$ cat config.mk
export PLATFORM = sky130hd
export DESIGN_NAME = div_ctrl
export DESIGN_NICKNAME = d
export VERILOG_FILES = /design/src/rtl/div_ctrl.sv
export SDC_FILE = /design/constraint.sdc
export NUM_CORES = 1
export LEC_CHECK = 0
export CAP_MARGIN = 25
export CORE_ASPECT_RATIO = 0.6
export CORE_MARGIN = 5
export CORE_UTILIZATION = 58
export DETAILED_ROUTE_END_ITERATION = 10
export MAX_ROUTING_LAYER = met4
export PLACE_DENSITY_LB_ADDON = 0.3
export SETUP_SLACK_MARGIN = 0.05
export SLEW_MARGIN = 0
export SYNTH_ARGS = -nofsm -noshare
export SYNTH_HDL_FRONTEND = slang
export SYNTH_SLANG_ARGS = --single-unit
$ cat constraint.sdc
create_clock -name clk -period 6.7 [get_ports clk]
set_clock_uncertainty 0.15 [all_clocks]
set_input_delay 1.675 -clock clk [delete_from_list [all_inputs] [get_ports clk]]
set_output_delay 1.675 -clock clk [all_outputs]
set_load 0.1 [all_outputs]
$ cat src/rtl/div_ctrl.sv
// Multi-cycle 32-bit restoring divider (DIV/DIVU) with pipeline stall handshake.
// Result packs remainder in [63:32] (HI) and quotient in [31:0] (LO).
module div_ctrl (
   input  logic        clk,
   input  logic        rst,
   input  logic        start_i,
   input  logic        signed_i,
   input  logic [31:0] opa_i,
   input  logic [31:0] opb_i,
   input  logic        cancel_i,
   output logic        stall_o,
   output logic        ready_o,
   output logic [63:0] result_o
);

   typedef enum logic [1:0] {
      S_IDLE = 2'd0,
      S_RUN  = 2'd1,
      S_DONE = 2'd2
   } state_t;

   state_t      r_state;
   logic [4:0]  r_cnt;
   logic [31:0] r_rem;
   logic [31:0] r_quo;
   logic [31:0] r_dvsr;
   logic [31:0] r_opa;
   logic        r_sa;
   logic        r_sb;
   logic        r_signed;
   logic [63:0] r_result;

   logic [32:0] w_shift;
   logic [32:0] w_diff;
   logic        w_ge;
   logic [31:0] w_rem_nxt;
   logic [31:0] w_quo_nxt;
   logic        w_accept;

   function automatic logic [31:0] f_abs(input logic [31:0] v, input logic neg);
      return neg ? (~v + 32'd1) : v;
   endfunction

   // Divide-by-zero bypasses sign correction and returns the raw dividend in HI.
   function automatic logic [63:0] f_fix(input logic [31:0] rem,
                                         input logic [31:0] quo,
                                         input logic        sa,
                                         input logic        sb,
                                         input logic        sgn,
                                         input logic        dvsr_zero,
                                         input logic [31:0] opa);
      logic [31:0] q;
      logic [31:0] r;
      if (dvsr_zero)
         return {opa, 32'hFFFF_FFFF};
      q = (sgn && (sa ^ sb)) ? (~quo + 32'd1) : quo;
      r = (sgn && sa) ? (~rem + 32'd1) : rem;
      return {r, q};
   endfunction

   // One restoring step; bit 32 of the difference is the borrow, so the
   // shifted-out remainder bit takes part in the compare.
   assign w_shift   = {r_rem, r_quo[31]};
   assign w_diff    = w_shift - {1'b0, r_dvsr};
   assign w_ge      = ~w_diff[32];
   assign w_rem_nxt = w_ge ? w_diff[31:0] : w_shift[31:0];
   assign w_quo_nxt = {r_quo[30:0], w_ge};

   assign w_accept = (r_state == S_IDLE) && start_i && !cancel_i;

   assign stall_o  = !rst && !cancel_i &&
                     (((r_state == S_IDLE) && start_i) || (r_state == S_RUN));
   assign ready_o  = !rst && !cancel_i && (r_state == S_DONE);
   assign result_o = r_result;

   always_ff @(posedge clk) begin
      if (rst) begin
         r_state  <= S_IDLE;
         r_cnt    <= 5'd0;
         r_rem    <= 32'd0;
         r_quo    <= 32'd0;
         r_dvsr   <= 32'd0;
         r_opa    <= 32'd0;
         r_sa     <= 1'b0;
         r_sb     <= 1'b0;
         r_signed <= 1'b0;
         r_result <= 64'd0;
      end else begin
         case (r_state)
            S_IDLE: begin
               if (w_accept) begin
                  r_sa     <= opa_i[31];
                  r_sb     <= opb_i[31];
                  r_signed <= signed_i;
                  r_quo    <= f_abs(opa_i, signed_i & opa_i[31]);
                  r_dvsr   <= f_abs(opb_i, signed_i & opb_i[31]);
                  r_opa    <= opa_i;
                  r_rem    <= 32'd0;
                  r_cnt    <= 5'd0;
                  r_state  <= S_RUN;
               end
            end
            S_RUN: begin
               if (cancel_i) begin
                  r_state <= S_IDLE;
               end else begin
                  r_rem <= w_rem_nxt;
                  r_quo <= w_quo_nxt;
                  r_cnt <= r_cnt + 5'd1;
                  if (r_cnt == 5'd31) begin
                     r_state  <= S_DONE;
                     r_result <= f_fix(w_rem_nxt, w_quo_nxt, r_sa, r_sb, r_signed,
                                       (r_dvsr == 32'd0), r_opa);
                  end
               end
            end
            S_DONE: begin
               r_state <= S_IDLE;
            end
            default: begin
               r_state <= S_IDLE;
            end
         endcase
      end
   end

endmodule

# After elaboration in Yosys (flattened, before gate mapping)
# Cells that the tools add are included.
[classes]
n_addsub = 6
bitwise = 9
n_eq_ne = 6
n_mux = 25
reduce_logical = 17
[ops]
columns = ["cell", "n"]
rows = [
  ["32-bit two-way mux", 9],
  ["32-bit by 1-bit adder with 32-bit output (second input constant)", 4],
  ["64-bit two-way mux", 2],
  ["32-bit inverter", 4],
  ["32-bit case mux with 2 select lines", 2],
  ["33-bit by 32-bit subtractor with 33-bit output", 1],
  ["32-bit zero test", 1],
  ["5-bit two-way mux", 2],
  ["5-bit case mux with 2 select lines", 1],
  ["1-bit logical AND", 7],
  ["2-bit two-way mux", 3],
  ["3-bit AND reduction", 2],
  ["5-bit by 1-bit adder with 5-bit output (second input constant)", 1],
  ["5-bit == test (second input constant)", 1],
  ["1-bit two-way mux", 5],
  ["2-bit inequality test (second input constant)", 2],
  ["2-bit case mux with 2 select lines", 1],
  ["2-bit AND reduction", 2],
  ["3-bit by 2-bit inequality test with 1-bit output (second input constant)", 1],
  ["1-bit AND", 2],
  ["2-bit by 1-bit == test with 1-bit output (second input constant)", 1],
  ["2-bit == test (second input constant)", 1],
  ["1-bit zero test", 2],
  ["2-bit zero test", 1],
  ["4 further kinds", 5],
]
[totals]
in_bits = 69
ff_bits = 202
output_inout_bits = 66
wordCells = 73

# Longest topological paths before layout
# Gate-level depths: netlist of the first run.
[depth]
ltp_word = 7
ltp_mapped = 27

# Least setup slack after synthesis of the first run
# OpenSTA, ideal clock, no wires.
[synth_timing]
path_type = "input to output"
start = "input rst"
end = "output ready_o"
stages = 2
path_buffers = 1
slack_ns = -0.102
arrival_ns = 4.977
cell_sequence = "clkbuf_1 > nor4b_1"
[synth_via]
elab_chain_cells = 3
[synth_rtl]
columns = ["item", "line", "text"]
rows = [
  ["start: declaration", "5", "input logic rst,"],
  ["1-bit zero test", "73", "assign ready_o = !rst && !cancel_i && (r_state == S_DONE);"],
  ["1-bit logical AND (2 in a row)", "73", ""],
  ["end: declaration", "12", "output logic ready_o,"],
]
# Every way passes these cells.

# Final worst setup path of the first run
[layout_timing]
start = "input cancel_i"
end = "output stall_o"
[layout_via]
elab_chain_cells = 3
[layout_rtl]
columns = ["item", "line", "text"]
rows = [
  ["start: declaration", "10", "input logic cancel_i,"],
  ["1-bit zero test", "71", "assign stall_o = !rst && !cancel_i &&"],
  ["1-bit logical AND (2 in a row)", "71", ""],
  ["end: declaration", "11", "output logic stall_o,"],
]
# Every way passes these cells.

==> results of run 1 <==
## tightest hold or removal path, stage by stage, from the launching register on
cell	delay (ns)
dfxtp_1	0.31
nand2_1	0.05
a21oi_1	0.05
## sequential cells by signal, indices dropped and copies added, names as in the netlist
signal,flops
r_dvsr,32
r_signed,1
r_opa,32
result_o,64
r_cnt,5
r_rem,32
r_sb,1
r_state,2
r_quo,32
## routing by layer
| metal | routed length, um | share of wire | vias to the layer above | global-route usage |
|---|---|---|---|---|
| li1 | - | - | 6245 | - |
| met1 | 19400 | 0.47 | 6289 | 0.497 |
| met2 | 16500 | 0.40 | 746 | 0.436 |
| met3 | 4800 | 0.12 | 47 | 0.0723 |
| met4 | 552 | 0.013 | 0 | 0.0501 |
| met5 | 0 | 0 | - | - |
## area by class of cell
type                            count  area share
Timing Repair Buffer              151       0.101
Sequential cell                   201       0.270
Multi-Input combinational cell   1348       0.544
Clock buffer                       24      0.0353
Inverter                           53      0.0134
Tap cell                          279      0.0235
Clock inverter                     12      0.0130
## logic make-up after synthesis
| group | after synthesis | share of synthesized area |
|---|---|---|
| AOI/OAI and AO/OA | 495 | 0.251 |
| xor gates and xnor gates | 130 | 0.0898 |
| adders and majority gates | 39 | 0.0391 |
| buffers and inverters | 157 | 0.0477 |
| DFF | 201 | 0.317 |
| muxes | 22 | 0.0176 |
| and+or+nand+nor | 662 | 0.237 |
## synthesized netlist by cell type (13+ instances only)
cell        n
nand2_1   219
nand3_1    21
nand4_1    13
nor4_1     25
a211oi_1   54
a31oi_1    21
a21oi_1   180
a311oi_1   26
xnor2_1    63
ha_1       38
nor2b_1    13
o21ai_0    84
clkbuf_1   84
o22ai_1    20
or3_1      22
dfxtp_1   201
inv_1      52
o211ai_1   13
nor3_1     43
o31ai_1    15
nor2_1    240
xor2_1     67
mux2i_1    20
## through the flow
step	instance area (um^2)	setup slack, ns	instances	utilization
CTS	14800	0.972	2067	0.699
global route	14900	0.673	2068	0.700
floorplan	12700	1.30	1706	-
detailed placement	14100	1.01	2031	0.665
global placement	14100	1.06	2031	0.665
finish	14900	0.916	2068	0.700
## power breakdown
| part | total (mW) | leakage, nW | switching [mW] | internal [mW] |
|---|---|---|---|---|
| Sequential | 1.28 | 1.63 | 0.0453 | 1.23 |
| Clock | 1.25 | 0.344 | 0.521 | 0.728 |
| Combinational | 0.603 | 3.39 | 0.380 | 0.223 |
## final timing paths
path                        to      start  slack [ns]
setup / recovery       stall_o   cancel_i        0.92
hold / removal       r_opa[26]  r_opa[26]        0.31
setup reg to reg  result_o[30]  r_dvsr[0]        1.06
hold reg to reg      r_opa[26]  r_opa[26]        0.31
==> impl_metrics.csv, run 1 <==
group,metric,value,unit
critical_path,cp_max_fo,15,
critical_path,cp-start-kind,"input port",
final_layout,drive_gt1_frac,0.0503,
critical_path,reg2reg_depth,23,
clock_tree,clockBufferDepth,3,
clock_tree,cts-buffers-inserted,20,
die,io_pins,135,
final_layout,multi_input_area,8090,um^2
synth,syn_area_per_cell,7.43,um^2
clock_tree,cts_hold_buf,0,
sta,finalSetupViolCount,0,
sta,timing.hold.ws,0.308,ns
final_layout,layout_common_cells,"nor2_1, nand2_1, dfxtp_1",
die,die_area,25000,um^2
grt,antenna_found_initial,0,
grt,grt_pass1_wl,65900,um
routing,viasPerCell,6.44,
sta,max_freq,173,MHz
sta,rsz0062_at_grt,"false",
outcome,status,"complete, no violations",
grt,gr-total-overflow,0,
die,die_w,201,um
critical_path,worstPathCellList,"clkdlybuf4s50_1 > or4b_2 > nand2_1 > nand2b_1 > inv_1 > buf_12",
critical_path,crit_type,"input port to primary output",
flow_run,drv_cap,0,
grt,track_usage,0.323,
synth,synth_cell_type_count,79,
final_layout,fillers,1739,
routing,drtAntennaViolNets,0,
critical_path,path_buf_inv,3,
sta,drv_slew,0,
clock_tree,clkLatencyLatePin,0.51,ns
synth,synth.largest_area_cell,"dfxtp_1",
clock_tree,clk_pin_slew_worst_paths,0.07,ns
synth,seq_area_frac_synth,0.317,
critical_path,critical_path_required,4.88,ns
routing,route.vias.total,13327,
critical_path,cp_slowest_cell,"or4b_2",
sta,hold_violations,0,
synth,synthArstFlopShare,0,
synth,synth_nets,1814,
critical_path,critPathTopFamily,"simple AND/OR/NAND/NOR gates",
clock_tree,root_buffer,"clkbuf_16",
grt,grt_max_degree,114,
placement,gp_congestion,0.982,
pwr,power_density,210,nW/um^2
hold_path,min_path_cells,2,
sta,min_period,5.78,ns
final_layout,nets,1883,
clock_tree,cts_tree,"built",
critical_path,end_kind,"primary output",
die,rows,41,
final_layout,syn_to_final_growth,17.3,%
final_layout,final_common_cell,"nor2_1",
die,core_area,21200,um^2
clock_tree,cts-resized-gates,0,
final_layout,antenna_cells,0,
synth,synth_edf_count,0,
clock_tree,clkSinkCount,201,
synth,synth_area_leaders,"dfxtp_1, a21oi_1, nor2_1",
routing,drc,0,
critical_path,path_depth,6,
clock_tree,post_cts_buffers,0,
critical_path,cp.arrival,3.96,ns
placement,io_buffers,134,
pwr,leakage,5.37,nW
pwr,finalPower,3.13,mW
routing,drt_iter0_markers,1852,
grt,grt_pass1_vias,12063,
critical_path,crit_path_max_incr_delay,0.67,ns
clock_tree,htree_levels,1,
synth,netlist_instances,1706,
final_layout,seq_area,4020,um^2
synth,ys_seq_elements,201,
die,die_y,125,um
sta,totalNegativeSetupSlack,0,ns
sta,relSlewSlack,0.294,
routing,routed_wl,41200,um
synth,synth_top_flop_cell,"dfxtp_1",
sta,fin_crit_sh,0.863,
die,initial_core_util,0.597,
pwr,ir_drop,221,uV
synth,yosys.area.top_type_share,0.317,
synth,syn_area,12700,um^2
placement,hpwlAfterDp,30300,um
sta,worstMarginPinSlew,1.05,ns
routing,dr.pass1.iters,6,
hold_path,hold_class,"flip-flop to flip-flop",
synth,synth_warnings,0,
routing,detail_route.wl_per_cell,19.9,um
Note: power is estimated with default switching activity, not from simulation.
==> run 2, diff against run 1 <==
- CORE_ASPECT_RATIO: 0.6 -> not set
- CTS_CLUSTER_DIAMETER: not set -> 120
==> run 2 against run 1 <==
  * Final cell count rose by 0.39%
  * Via count fell by 0.83%
  * Largest power group is now clock
  * Die area fell by 0.39%
  * Register-to-register slack improved by 0.17 ns
  * Highest routed layer unchanged
  * Design area rose by 1.3%
==> impl_metrics.csv, run 2 (synthesized netlist as in run 1, its figures left out) <==
group,metric,value,unit
pwr,clkPwrFrac,0.446,
critical_path,critPathTopFamily,"simple AND/OR/NAND/NOR gates",
clock_tree,root_buffer,"clkbuf_16",
clock_tree,cts_hold_buf,0,
placement,pre_cts_ws,1.13,ns
routing,viasPerCell,6.37,
hold_path,hold_class,"flip-flop to flip-flop",
pwr,power.share.switching,0.285,
clock_tree,post_cts_buffers,0,
grt,grt_pass1_vias,12064,
grt,grt_max_degree,98,
placement,io_buffers,134,
grt,grt_pass1_wl,67300,um
final_layout,largest_register_ff_count,64,
die,core_area,21700,um^2
clock_tree,cts_tree,"built",
sta,totalNegativeSetupSlack,0,ns
routing,route.vias.total,13216,
critical_path,cp.arrival,3.79,ns
routing,drc,0,
sta,max_freq,178,MHz
pwr,combinationalPowerShare,0.177,
pwr,netSwitchingPower,0.972,mW
die,die_area,24900,um^2
sta,fin_crit_sh,0.838,
die,die_y,158,um
clock_tree,clockBufferDepth,3,
routing,wl_met1,19000,um
die,initial_core_util,0.585,
die,io_pins,135,
die,die_w,158,um
clock_tree,cts-resized-gates,0,
pwr,p_seq_frac,0.377,
grt,gr-total-overflow,0,
placement,gp_congestion,0.993,
critical_path,reg2reg_depth,24,
final_layout,layout_common_cells,"nor2_1, nand2_1, dfxtp_1",
clock_tree,htree_levels,1,
critical_path,cp_slowest_cell,"or4b_2",
pwr,power_density,226,nW/um^2
critical_path,path_depth,6,
routing,detail_route.wl_per_cell,20.9,um
routing,drt_iter0_markers,1290,
clock_tree,cts-buffers-inserted,23,
hold_path,min_path_cells,2,
sta,finalWorstSetupSlack,1.09,ns
clock_tree,clkSinkCount,201,
sta,min_period,5.61,ns
critical_path,end_kind,"primary output",
critical_path,crit_type,"input port to primary output",
die,rows,54,
final_layout,final_common_cell,"nor2_1",
sta,rsz0062_at_grt,"false",
routing,routed.top_layer,"met4",
critical_path,path_buf_inv,3,
pwr,leakage,5.46,nW
critical_path,critical_path_required,4.88,ns
pwr,ir_drop,189,uV
routing,routed_wl,43400,um
sta,finalSetupViolCount,0,
clock_tree,clkLatencyLatePin,0.53,ns
routing,drtAntennaViolNets,0,
critical_path,cp-start-kind,"input port",
routing,dr.pass1.iters,6,
sta,relSlewSlack,0.312,
outcome,status,"complete, no violations",
routing,wl_met3,5100,um
critical_path,worstPathCellList,"clkdlybuf4s50_1 > or4b_2 > nand2_1 > nand2b_1 > inv_1 > buf_12",
final_layout,drive_gt1_frac,0.0535,
pwr,internal_power,2.44,mW
clock_tree,clk_pin_slew_worst_paths,0.06,ns
final_layout,nets,1888,
flow_run,drv_cap,0,
sta,worstMarginPinSlew,1.03,ns
sta,hold_violations,0,
sta,drv_slew,0,
placement,hpwlAfterDp,31800,um
final_layout,syn_to_final_growth,18.8,%
final_layout,antenna_cells,0,
grt,antenna_found_initial,0,
pwr,finalPower,3.41,mW
routing,route.met2.wl,18300,um
critical_path,cp_max_fo,15,
grt,track_usage,0.350,
critical_path,crit_path_max_incr_delay,0.67,ns
==> run 2: changes by cell type in the layout (fill, tap and decap cells not counted), sizes merged <==
cell,previous run,this run
inv,56,54
clkinv,3,4
buf,20,22
bufinv,4,9
clkbuf,24,25
==> run 2: power groups by stage <==
stage	Sequential (mW)	Combinational (mW)	Clock [mW]
2_1_floorplan	1.29	0.402	0
3_3_place_gp	1.31	0.581	0
3_5_place_dp	1.31	0.586	0
4_1_cts	1.28	0.592	1.53
5_1_grt	1.29	0.657	1.58
6_report	1.28	0.605	1.52
==> run 2: worst reg2reg max path, cell delays in order, from the launching register on <==
cell and delay, ns:
dfxtp_1 0.35, inv_1 0.08, ha_1 0.18, inv_1 0.06
fa_1 0.43, a211oi_2 0.27, o211ai_2 0.17, nand3_2 0.16
a2111oi_4 0.10, nor3_2 0.46, nor2_4 0.11, inv_2 0.18
buf_4 0.37, ha_1 0.29, inv_1 0.06, nor4_1 0.23
buf_4 0.18, a21oi_1 0.10, a21oi_1 0.31, o21ai_0 0.25
a21oi_1 0.29, o21ai_0 0.17, xor2_1 0.18, o22ai_1 0.13
nor2_1 0.06
==> run 2: stage by stage <==
step | cell area [um^2] | util | hold WS (ns) | instances
finish | 15100 | 0.695 | 0.306 | 2076
global route | 15100 | 0.695 | 0.323 | 2076
CTS | 15100 | 0.695 | 0.305 | 2076
detailed placement | 14200 | 0.653 | 0.296 | 2035
global placement | 14200 | 0.653 | 0.285 | 2035
floorplan | 12700 | - | 0.275 | 1706
==> run 2: final timing paths <==
path                  start  slack [ns]            to
hold reg to reg   r_opa[15]        0.31     r_opa[15]
setup reg to reg  r_quo[31]        1.23  result_o[30]
setup / recovery   cancel_i        1.09       stall_o
hold / removal    r_opa[15]        0.31     r_opa[15]
==> run 2: per-layer routing <==
metal / global-route usage / up-vias
li1: - / 6239
met1: 0.517 / 6203
met2: 0.502 / 698
met3: 0.0552 / 76
met4: 0.0774 / 0
met5: - / -
==> run 2: layout make-up <==
type / instances / area [um^2]
Tap cell: 280 / 350
Fill cell: 1843 / 6620
Multi-Input combinational cell: 1348 / 8080
Sequential cell: 201 / 4020
Timing Repair Buffer: 153 / 1510
Clock buffer: 25 / 583
Clock inverter: 16 / 329
Inverter: 53 / 199
==> run 3, diff against run 2 <==
- clock period: 6.7 -> 5.41 ns (I/O delays scaled with it)
==> run 3 against run 2 <==
  * Via count shrank 1.3%
  * Non-clock buffer count grew 4
  * Final cell count grew 0.29%
  * Highest routed layer unchanged
  * Sequential power grew 24%
==> impl_metrics.csv, run 3 (synthesized netlist as in run 1, its figures left out) <==
group,metric,value,unit
outcome,status,"complete, no violations",
sta,totalNegativeSetupSlack,0,ns
sta,max_freq,201,MHz
sta,finalWorstSetupSlack,0.425,ns
critical_path,cp-start-kind,"flip-flop",
sta,rsz0062_at_grt,"false",
hold_path,min_path_cells,2,
critical_path,crit_path_max_incr_delay,0.46,ns
critical_path,worstSetupStartpoint,"r_quo[31]",
clock_tree,root_buffer,"clkbuf_16",
die,die_y,158,um
routing,dr.pass1.iters,6,
sta,worstMarginPinSlew,1.07,ns
critical_path,cpMostUsedCell,"inv_1",
grt,antenna_found_initial,2,
hold_path,hp-start,"r_opa[2]",
sta,fin_crit_sh,0.921,
clock_tree,clockBufferDepth,3,
sta,finalSetupViolCount,0,
final_layout,drive_gt1_frac,0.0583,
routing,viasPerCell,6.27,
final_layout,final_common_cell,"nor2_1",
final_layout,nets,1892,
clock_tree,cts_tree,"built",
critical_path,crit_type,"flip-flop to flip-flop",
clock_tree,clkLatencyLatePin,0.54,ns
routing,drtAntennaViolNets,0,
critical_path,critical_path_required,5.68,ns
critical_path,reg2reg_to,"result_o[62]",
critical_path,crit_end,"result_o[62]",
routing,routed_wl,43600,um
final_layout,syn_to_final_growth,18.5,%
critical_path,reg2reg_depth,23,
clock_tree,clkSinkCount,201,
final_layout,layout_common_cells,"nor2_1, nand2_1, dfxtp_1",
grt,grt_pass1_wl,66900,um
die,io_pins,135,
grt,grt_pass1_vias,11948,
placement,gp_congestion,0.993,
clock_tree,htree_levels,1,
flow_run,drv_cap,0,
clock_tree,cts-buffers-inserted,23,
routing,drc,0,
critical_path,r2r-start,"r_quo[31]",
placement,hpwlAfterDp,32400,um
pwr,ir_drop,222,uV
sta,hold_violations,0,
pwr,leakage,5.44,nW
die,die_area,24900,um^2
critical_path,worstPathCellList,"inv_1 > ha_1 > inv_1 > fa_1 > a211oi_2 > o211ai_2 > nand3_2 > a2111oi_4 > o21a_2 > nor2_4 > inv_2 > o21ai_0 > inv_1 > ha_1 > nand2_1 > nor2_1 > nand4_1 > o41ai_4 > and3b_2 > nor4b_4 > a41oi_1 > xor2_1 > a2111oi_2",
die,die_w,158,um
grt,gr-total-overflow,0,
routing,drt_iter0_markers,1460,
sta,relSlewSlack,0.289,
routing,route.vias.total,13050,
critical_path,cp_max_fo,6,
clock_tree,clk_pin_slew_worst_paths,0.07,ns
sta,min_period,4.99,ns
pwr,power_density,266,nW/um^2
die,rows,54,
placement,io_buffers,134,
grt,track_usage,0.351,
sta,timing.hold.ws,0.305,ns
routing,detail_route.wl_per_cell,21.0,um
die,initial_core_util,0.585,
sta,drv_slew,0,
die,core_area,21700,um^2
critical_path,cp_slowest_cell,"a2111oi_4",
placement,pre_cts_ws,0.539,ns
critical_path,cp.arrival,5.25,ns
grt,grt_max_degree,190,
final_layout,largest_register_ff_count,64,
final_layout,final_cell_count_no_fill,2082,
critical_path,r2r_slack,0.42,ns
final_layout,fillers,1810,
clock_tree,post_cts_buffers,0,
placement,dpl.cell_count,2039,
hold_path,hold_class,"flip-flop to flip-flop",
critical_path,end_kind,"flip-flop",
run 3: changes by cell type in the layout (fill, tap and decap cells not counted), moves of 2 or more:
cell / previous run / this run
buf_4: 19 / 22
bufinv_16: 9 / 2
clkbuf_8: 0 / 7
diode_2: 0 / 2
ha_1: 38 / 35
ha_2: 0 / 3
run 3: how the worst min path moves through the flow:
stage,end
4_1_cts,r_opa[2]
3_3_place_gp,r_quo[10]
3_5_place_dp,r_opa[2]
5_1_grt,r_opa[29]
6_report,r_opa[2]
2_1_floorplan,r_quo[10]
run 3: repair_timing:
action                                  CTS  global route
hold endpoints to repair                  0             0
hold buffers                              0             0
resized for setup                         0             5
endpoints found under the setup margin    0             1
run 3: worst max-delay path, delay by kind of cell, from the launching register on:
family / cells / cell delay (ns)
AO/OA/AOI/OAI: 8 / 1.92
XOR/XNOR: 1 / 0.18
adder cells (fa/ha/maj): 3 / 0.64
buffers and inverters: 4 / 0.35
flip-flops: 1 / 0.38
AND/OR/NAND/NOR: 7 / 1.21
run 3: area by class of cell:
| class | count | area [um^2] | share of cell area |
|---|---|---|---|
| diodes | 2 | 5.00 | 0.000333 |
| clock buffers | 31 | 676 | 0.0450 |
| clock inverters | 10 | 124 | 0.00825 |
| inverters | 53 | 199 | 0.0132 |
| multi-input cells | 1348 | 8100 | 0.539 |
| flip-flops and latches | 201 | 4020 | 0.268 |
| well taps | 280 | 350 | 0.0233 |
| repair buffers | 157 | 1550 | 0.103 |
run 3: power by group:
part | internal (mW) | switching (mW)
clock network | 0.976 | 0.664
logic | 0.283 | 0.481
registers | 1.53 | 0.0599
run 3: per-layer routing:
metal | up-vias | track usage | part of all wire
li1 | 6258 | - | -
met3 | 87 | 0.126 | 0.13
met2 | 646 | 0.487 | 0.41
met1 | 6059 | 0.485 | 0.44
met4 | 0 | 0.0926 | 0.027
met5 | - | - | 0
run 3: per-stage QoR:
| step | utilization | total power [mW] | instance area (um^2) |
|---|---|---|---|
| global route | 0.693 | 4.13 | 15000 |
| finish | 0.693 | 3.99 | 15000 |
| CTS | 0.692 | 3.97 | 15000 |
| global placement | 0.655 | 2.35 | 14200 |
| detailed placement | 0.655 | 2.36 | 14200 |
| floorplan | - | 2.09 | 12700 |
